<file path="src/rtl/fp16_stream_unpack.sv">
// Splits 32-bit DMA words (two little-endian fp16 halves) into one converter-ready word per half.
// Optional m_zero exponent flag is built only when UNPACK_ZERO_FLAG_EN is defined.
module fp16_stream_unpack #(
  parameter int unsigned CNT_W = 16
) (
  input  logic             clk,
  input  logic             reset,
  input  logic [31:0]      s_data,
  input  logic             s_valid,
  input  logic             s_last,
  input  logic             s_half_only,
  output logic             s_ready,
  output logic [31:0]      m_data,
  output logic             m_valid,
  output logic             m_last,
  output logic             m_zero,
  input  logic             m_ready,
  output logic [CNT_W-1:0] elem_count,
  output logic             busy
);

  typedef enum logic [1:0] {StEmpty, StLo, StHi} state_e;

  state_e             state_q, state_d;
  logic [15:0]        hold_q, hold_d;
  logic               held_last_q, held_last_d;
  logic               held_half_only_q, held_half_only_d;
  logic [31:0]        m_data_q, m_data_d;
  logic               m_valid_q, m_valid_d;
  logic               m_last_q, m_last_d;
  logic [CNT_W-1:0]   count_q, count_d;
  logic [15:0]        next_half;
  logic               load_new, load_hi, go_empty;
  logic               s_accept, m_hs;

  // Half-only last word in LO frees the slot as soon as its single beat is taken.
  always_comb begin
    s_ready = (state_q == StEmpty) ||
              ((state_q == StHi) && m_ready) ||
              ((state_q == StLo) && held_half_only_q && held_last_q && m_ready);
  end

  assign s_accept = s_valid && s_ready;
  assign m_hs     = m_valid_q && m_ready;

  always_comb begin
    load_new = 1'b0;
    load_hi  = 1'b0;
    go_empty = 1'b0;
    unique case (state_q)
      StEmpty: load_new = s_accept;
      StLo: begin
        if (m_hs) begin
          if (held_last_q && held_half_only_q) begin
            load_new = s_accept;
            go_empty = !s_accept;
          end else begin
            load_hi = 1'b1;
          end
        end
      end
      StHi: begin
        if (m_hs) begin
          load_new = s_accept;
          go_empty = !s_accept;
        end
      end
      default: go_empty = 1'b1;
    endcase
  end

  always_comb begin
    state_d          = state_q;
    hold_d           = hold_q;
    held_last_d      = held_last_q;
    held_half_only_d = held_half_only_q;
    m_data_d         = m_data_q;
    m_valid_d        = m_valid_q;
    m_last_d         = m_last_q;
    next_half        = 16'h0000;
    if (load_new) begin
      state_d          = StLo;
      hold_d           = s_data[31:16];
      held_last_d      = s_last;
      held_half_only_d = s_last && s_half_only;
      next_half        = s_data[15:0];
      m_data_d         = {s_data[7:0], s_data[15:8], 16'h0000};
      m_valid_d        = 1'b1;
      m_last_d         = s_last && s_half_only;
    end else if (load_hi) begin
      state_d   = StHi;
      next_half = hold_q;
      m_data_d  = {hold_q[7:0], hold_q[15:8], 16'h0000};
      m_last_d  = held_last_q;
    end else if (go_empty) begin
      state_d   = StEmpty;
      m_valid_d = 1'b0;
      m_last_d  = 1'b0;
    end
  end

  // Count restarts after the final half so the next packet begins at zero.
  always_comb begin
    count_d = count_q;
    if (m_hs) begin
      if (m_last_q) begin
        count_d = '0;
      end else if (count_q != {CNT_W{1'b1}}) begin
        count_d = count_q + 1'b1;
      end
    end
  end

  always_ff @(posedge clk) begin
    if (reset) begin
      state_q          <= StEmpty;
      hold_q           <= 16'h0000;
      held_last_q      <= 1'b0;
      held_half_only_q <= 1'b0;
      m_data_q         <= 32'h0000_0000;
      m_valid_q        <= 1'b0;
      m_last_q         <= 1'b0;
      count_q          <= '0;
    end else begin
      state_q          <= state_d;
      hold_q           <= hold_d;
      held_last_q      <= held_last_d;
      held_half_only_q <= held_half_only_d;
      m_data_q         <= m_data_d;
      m_valid_q        <= m_valid_d;
      m_last_q         <= m_last_d;
      count_q          <= count_d;
    end
  end

`ifdef UNPACK_ZERO_FLAG_EN
  // Zero/denormal halves must become fp32 zero; the converter's bias would make them nonzero.
  logic m_zero_q, m_zero_d;

  always_comb begin
    m_zero_d = m_zero_q;
    if (load_new || load_hi) begin
      m_zero_d = (next_half[14:10] == 5'd0);
    end else if (go_empty) begin
      m_zero_d = 1'b0;
    end
  end

  always_ff @(posedge clk) begin
    if (reset) begin
      m_zero_q <= 1'b0;
    end else begin
      m_zero_q <= m_zero_d;
    end
  end

  assign m_zero = m_zero_q;
`else
  assign m_zero = 1'b0;
`endif

  assign m_data     = m_data_q;
  assign m_valid    = m_valid_q;
  assign m_last     = m_last_q;
  assign elem_count = count_q;
  assign busy       = (state_q != StEmpty);

endmodule

</file>
<file path="config.mk">
export PLATFORM = sky130hd
export DESIGN_NAME = fp16_stream_unpack
export DESIGN_NICKNAME = d
export VERILOG_FILES = /design/src/rtl/fp16_stream_unpack.sv
export SDC_FILE = /design/constraint.sdc
export NUM_CORES = 1
export LEC_CHECK = 0
export CAP_MARGIN = 0
export CORE_ASPECT_RATIO = 1.4
export CORE_MARGIN = 5
export CORE_UTILIZATION = 45
export CTS_CLUSTER_DIAMETER = 30
export CTS_CLUSTER_SIZE = 40
export DETAILED_ROUTE_END_ITERATION = 10
export DONT_BUFFER_PORTS = 1
export GPL_ROUTABILITY_DRIVEN = 0
export PLACE_DENSITY_LB_ADDON = 0.1
export SETUP_SLACK_MARGIN = 0.4
export SLEW_MARGIN = 30
export SYNTH_ARGS = -nofsm -noshare
export SYNTH_HDL_FRONTEND = slang
export SYNTH_SLANG_ARGS = --single-unit
</file>
<file path="constraint.sdc">
create_clock -name clk -period 3 [get_ports clk]
set_input_delay 0.3 -clock clk [delete_from_list [all_inputs] [get_ports clk]]
set_output_delay 0.3 -clock clk [all_outputs]
set_load 0.02 [all_outputs]
</file>
### Word-level counts from Yosys, hierarchy flattened

Cells that the tools add are included.

| cells by class | value |
|---|---|
| add/sub/neg operators | 1 |
| eq/ne operators | 4 |
| muxes and demuxes | 23 |
| reduce and logical (&&, ||, !) cells | 21 |

Operator list:

| operator | count |
|---|---|
| two-way mux 32 bit | 2 |
| two-way mux 16 bit | 2 |
| adder 16 x 1 -> 16 bit (second input constant) | 1 |
| inequality test 16 bit (second input constant) | 1 |
| two-way mux 1 bit | 15 |
| nonzero test 2 bit | 5 |
| logical AND 1 bit | 8 |
| one-hot mux 1 bit (3 select lines) | 2 |
| two-way mux 2 bit | 2 |
| AND reduction 2 bit | 2 |
| nonzero test 3 bit | 1 |
| == test 2 x 1 -> 1 bit (second input constant) | 1 |
| == test 2 bit (second input constant) | 1 |
| logical NOT 2 bit | 1 |
| logical OR 1 bit | 2 |
| inequality test 2 bit (second input constant) | 1 |
| OR reduction 2 bit | 1 |
| logical NOT 1 bit | 1 |

| word-level totals | value |
|---|---|
| register bits | 54 |
| word-level logic and storage cells | 58 |

### Logic depth before layout (Yosys ltp)

| logic depth | value |
|---|---|
| depth after elaboration | 13 |
| mapped depth | 8 |
| mapped depth without buffers | 6 |

### Worst setup path before layout

OpenSTA, ideal clock, no wires.

| path | value |
|---|---|
| path type | reg2reg |
| start | register count_q[0], in the netlist elem_count[0] |
| end | register count_q[9], in the netlist elem_count[9] |
| library setup time | 0.070 ns |
| arrival time | 1.657 ns |
| required time | 2.930 ns |
| setup slack | 1.273 ns |
| stages on the path, launching flop included | 7 |
| period minus slack after synthesis | 1.727 ns |
| cells stage by stage | dfxtp_1 > ha_1 > and2_1 > and4_4 > buf_6 > or4_1 > a21oi_1 |

| between the ends | value |
|---|---|
| cells in the longest elaborated chain, start to end | 3 |
| elaborated cells on any way between the ends | 6 |

RTL lines:

| element | line | RTL |
|---|---|---|
| start: declaration | 31 | `logic [CNT_W-1:0] count_q, count_d;` |
| start signal: assignment | 132 | `count_q <= count_d;` |
| adder 16 x 1 -> 16 bit or inequality test 16 bit (tied branches) | 109, 108 |  |
| two-way mux 16 bit or nonzero test 2 bit (tied branches) | -- |  |
| two-way mux 16 bit or AND reduction 2 bit (tied branches) | -- |  |

Parallel ways exist; a longest one is shown, timed or not. The select of a mux whose other input is x is not followed.
A chain may end at the register's enable or synchronous reset.

### Final worst setup path

| path | value |
|---|---|
| start | register state_q[1] |
| end | register m_last_q, in the netlist m_last |

| between the ends | value |
|---|---|
| cells in the longest elaborated chain, start to end | 11 |
| elaborated cells on any way between the ends | 23 |

RTL lines:

| element | line | RTL |
|---|---|---|
| start: declaration | 24 | `state_e state_q, state_d;` |
| start signal: assignment | 116 | `state_q <= StEmpty;` |
| start signal: assignment | 125 | `state_q <= state_d;` |
| == test 2 x 1 -> 1 bit | 40, 50 |  |
| logical AND 1 bit (3 in a row) | 40 | `((state_q == StLo) && held_half_only_q && held_last_q && m_ready);` |
| logical OR 1 bit | 39 | `((state_q == StHi) && m_ready) \|\|` |
| logical AND 1 bit | 43 | `assign s_accept = s_valid && s_ready;` |
| logical NOT 1 bit | 56, 65 |  |
| two-way mux 1 bit | 54 | `if (held_last_q && held_half_only_q) begin` |
| two-way mux 1 bit | 53 | `if (m_hs) begin` |
| one-hot mux 1 bit (3 select lines) | 50 | `unique case (state_q)` |
| nonzero test 3 bit (no source line) | -- |  |
| end signal: assignment | 131 | `m_last_q <= m_last_d;` |
| end: declaration | 30 | `logic m_last_q, m_last_d;` |

Parallel ways exist; a longest one is shown, timed or not.

==> impl_metrics.yaml <==
synthesis:
  syn_area_per_cell_um2: 8.35
  synth.distinct_cells: 46
  synth_compound_area_share_pct: 23.1
  synth-edff-count: 0
  yosys.area_share.simple_pct: 23.9
  synthAdderAreaFrac_pct: 2.27
  async_reset_ff_share_pct: 0
  syn_area_um2: 2750
  yosysWarnings: 0
  ys_seq_area_share_pct: 39.3
  synth_cells: 330
  ys.flop_type: "dfxtp_1"
  muxShareOfSynthArea_pct: 1.09
  synth_top_family_by_area: "simple AND/OR/NAND/NOR gates"
  yosys_register_bits: 54
  synth_xor_xnor_area_share_pct: 0
grt:
  gr-total-overflow: 0
  grt_pass1_vias: 2336
  grt_usage_pct: 17.9
  grt_max_degree: 41
  grt_pass1_wl_um: 11700
  antenna_found_initial: 0
worst_setup_path:
  cp-start-kind: "flop"
  cp_cell_sequence: "inv_1 > ha_1 > and3_1 > buf_4 > nand2_1 > o2111ai_1 > a311oi_1"
  rr_worst_depth: 7
  reg2reg_slack_ps: 850
  cp.required_ps: 3210
  crit_arrival_ps: 2360
  r2r_end: "m_last$_SDFFE_PP0P_"
  path_max_fanout: 20
  cp_slowest_stage_delay_ps: 540
  critical_path.endpoint_type: "flop"
  cpMaxStageDelayCell: "nand2_1"
  r2r-start: "state_q[1]$_SDFFE_PP0P_"
  crit_type: "flop to flop"
job:
  drv_cap: 0
floorplanning:
  io_pins: 91
  initial_core_util_pct: 46.6
  die_area_um2: 7810
  rows: 33
  core_um2: 5900
  die_w_um: 76.1
  fp.dieH_um: 103
min_path:
  hold_end: "hold_q[10]$_SDFFE_PP0P_"
  hold_class: "primary input to flop"
  worstHoldPathCells: 1
  hold_start: "reset"
layout:
  drive_above_1_share_pct: 9.15
  areaGrowthSynthToFinish_pct: 0.636
  multi_input_area_um2: 1450
  nFillCells: 603
  final_common_cell: "dfxtp_1"
  diodes: 0
  final_nets: 360
  utilization_pct: 46.9
  final_cell_mix: "54 x dfxtp_1, 41 x nand3_1, 33 x a21oi_1, 30 x nand2_1, 18 x nor3_1"
  seqCellArea_um2: 1080
timing:
  period_needed_ps: 2150
  post-route-period-util_pct: 71.7
  max_clock_freq_mhz: 465
  worst_pin_slew_ps: 689
  fin_skew_ps: 7.17
  relSlewSlack_pct: 53.9
  grt_setup_unrepaired: "false"
  hold_viol: 0
  holdWs_ps: 70.3
  maxSlewViolCount: 0
  setup_viol: 0
  tns_ps: 0
detailed_routing:
  via_count: 2369
  vias_per_cell: 6.12
  antenna_left: 0
  drt_first_pass_iters: 4
  wl_per_cell_um: 18.1
  wirelength_um: 7020
  drc_errors: 0
  drt-initial-drc-count: 66
cts:
  clk_latency_ps: 300
  post_cts_buffers: 0
  root_buffer: "clkbuf_8"
  ctsResizeCount: 0
  ctsHoldBuffers: 0
  htreeDepth: 2
  cts-buffers-inserted: 5
  clkSinkCount: 54
  path_clk_slew_ps: 90
  cts_tree: "yes"
  clockBufferDepth: 2
power:
  p_int_uw: 1010
  p_sw_share_pct: 31.9
  leakage_uw: 0.000924
  powerDensity_nw_per_um2: 533
  pwr-share-clk_pct: 25.8
  p_seq_share_pct: 58.1
  p_switching_uw: 471
  vdd_ir_drop_max_uv: 235
  total_power_uw: 1480
  power_frac_comb_pct: 16.2
run_status:
  status: "complete, no violations"
placed_design:
  dpl.hpwl_um: 5110
  port_buffers: 0
## cell usage after synthesis, types with 2 or more instances
cell	number	area, µm²
dfxtp_1	54	1080
nand3_1	41	205
a21oi_1	33	165
nand2_1	30	113
buf_4	18	135
nor3_1	18	90.1
a311oi_1	17	149
o21ai_1	17	85.1
buf_2	11	55.1
clkbuf_1	11	41.3
and3_1	6	37.5
o31ai_1	6	45.0
or4_1	6	45.0
ha_1	5	62.6
inv_1	5	18.8
o21ai_0	5	25.0
a211oi_1	4	30.0
nand4_1	4	25.0
or2_2	4	25.0
buf_6	3	33.8
mux2i_1	3	30.0
and2_1	2	12.5
nand3_2	2	20.0
o2111ai_1	2	17.5
o311ai_0	2	17.5
## worst max-delay path: cells and delay by family (launching register included)
family	cells	cell delay (ps)
AO/OA/AOI/OAI	2	470
adder cells (fa/ha/maj)	1	200
buffers and inverters	2	270
flip-flops	1	400
AND/OR/NAND/NOR	2	720
## state kept, by name, indices dropped and copies added (netlist names)
signal and cells:
elem_count 16, m_last 1, held_last_q 1, m_data 16, state_q 2, held_half_only_q 1
m_valid 1, hold_q 16
## area by class of cell
class / instances / area share (%)
sequential: 54 / 39.0
tap: 70 / 3.16
clock inverter: 2 / 0.361
timing repair buffer: 7 / 1.90
clock buffer: 5 / 2.48
inverter: 5 / 0.677
multi-input combinational: 244 / 52.4
## power by group through the flow
stage                     sequential [µW]  combinational [µW]  clock (µW)
after floorplan                       857                 225           0
after global placement                876                 240           0
after detailed placement              876                 243           0
after CTS                             860                 242         397
after global routing                  867                 271         434
final                                 858                 239         381
## cell families (layout without fill, tap and decap cells)
group | Yosys count | in the layout
other | 1 | 17
AO/OA/AOI/OAI | 97 | 97
adder cells (fa/ha/maj) | 5 | 5
multiplexers | 3 | 3
buffers and inverters | 48 | 19
AND/OR/NAND/NOR | 122 | 122
flip-flops | 54 | 54
## routing by layer
layer	up-vias	GRT usage (%)	part of all wire (%)
li1	1179	-	-
met1	1111	22.0	40
met2	71	29.4	51
met3	8	6.73	6.9
met4	0	5.79	1.6
met5	-	0	0
## worst max-delay path by stage
stage | slack [ps] | cells past startpoint | from | endpoint
floorplan | 1270 | 6 | elem_count[0]$_SDFFE_PP0P_ | elem_count[9]$_SDFFE_PP0P_
global placement | 950 | 7 | state_q[1]$_SDFFE_PP0P_ | m_last$_SDFFE_PP0P_
detailed placement | 890 | 7 | state_q[1]$_SDFFE_PP0P_ | m_last$_SDFFE_PP0P_
CTS | 870 | 7 | state_q[1]$_SDFFE_PP0P_ | m_last$_SDFFE_PP0P_
global route | 660 | 7 | state_q[1]$_SDFFE_PP0P_ | m_last$_SDFFE_PP0P_
finish | 850 | 7 | state_q[1]$_SDFFE_PP0P_ | m_last$_SDFFE_PP0P_
## stage by stage
stage | area (µm²) | instances | worst slack [ps]
floorplan | 2810 | 346 | 1270
global placement | 2690 | 380 | 946
detailed placement | 2690 | 380 | 891
CTS | 2770 | 387 | 868
global route | 2770 | 387 | 660
finish | 2770 | 387 | 849
No activity file was read; power rests on OpenSTA's default activity.
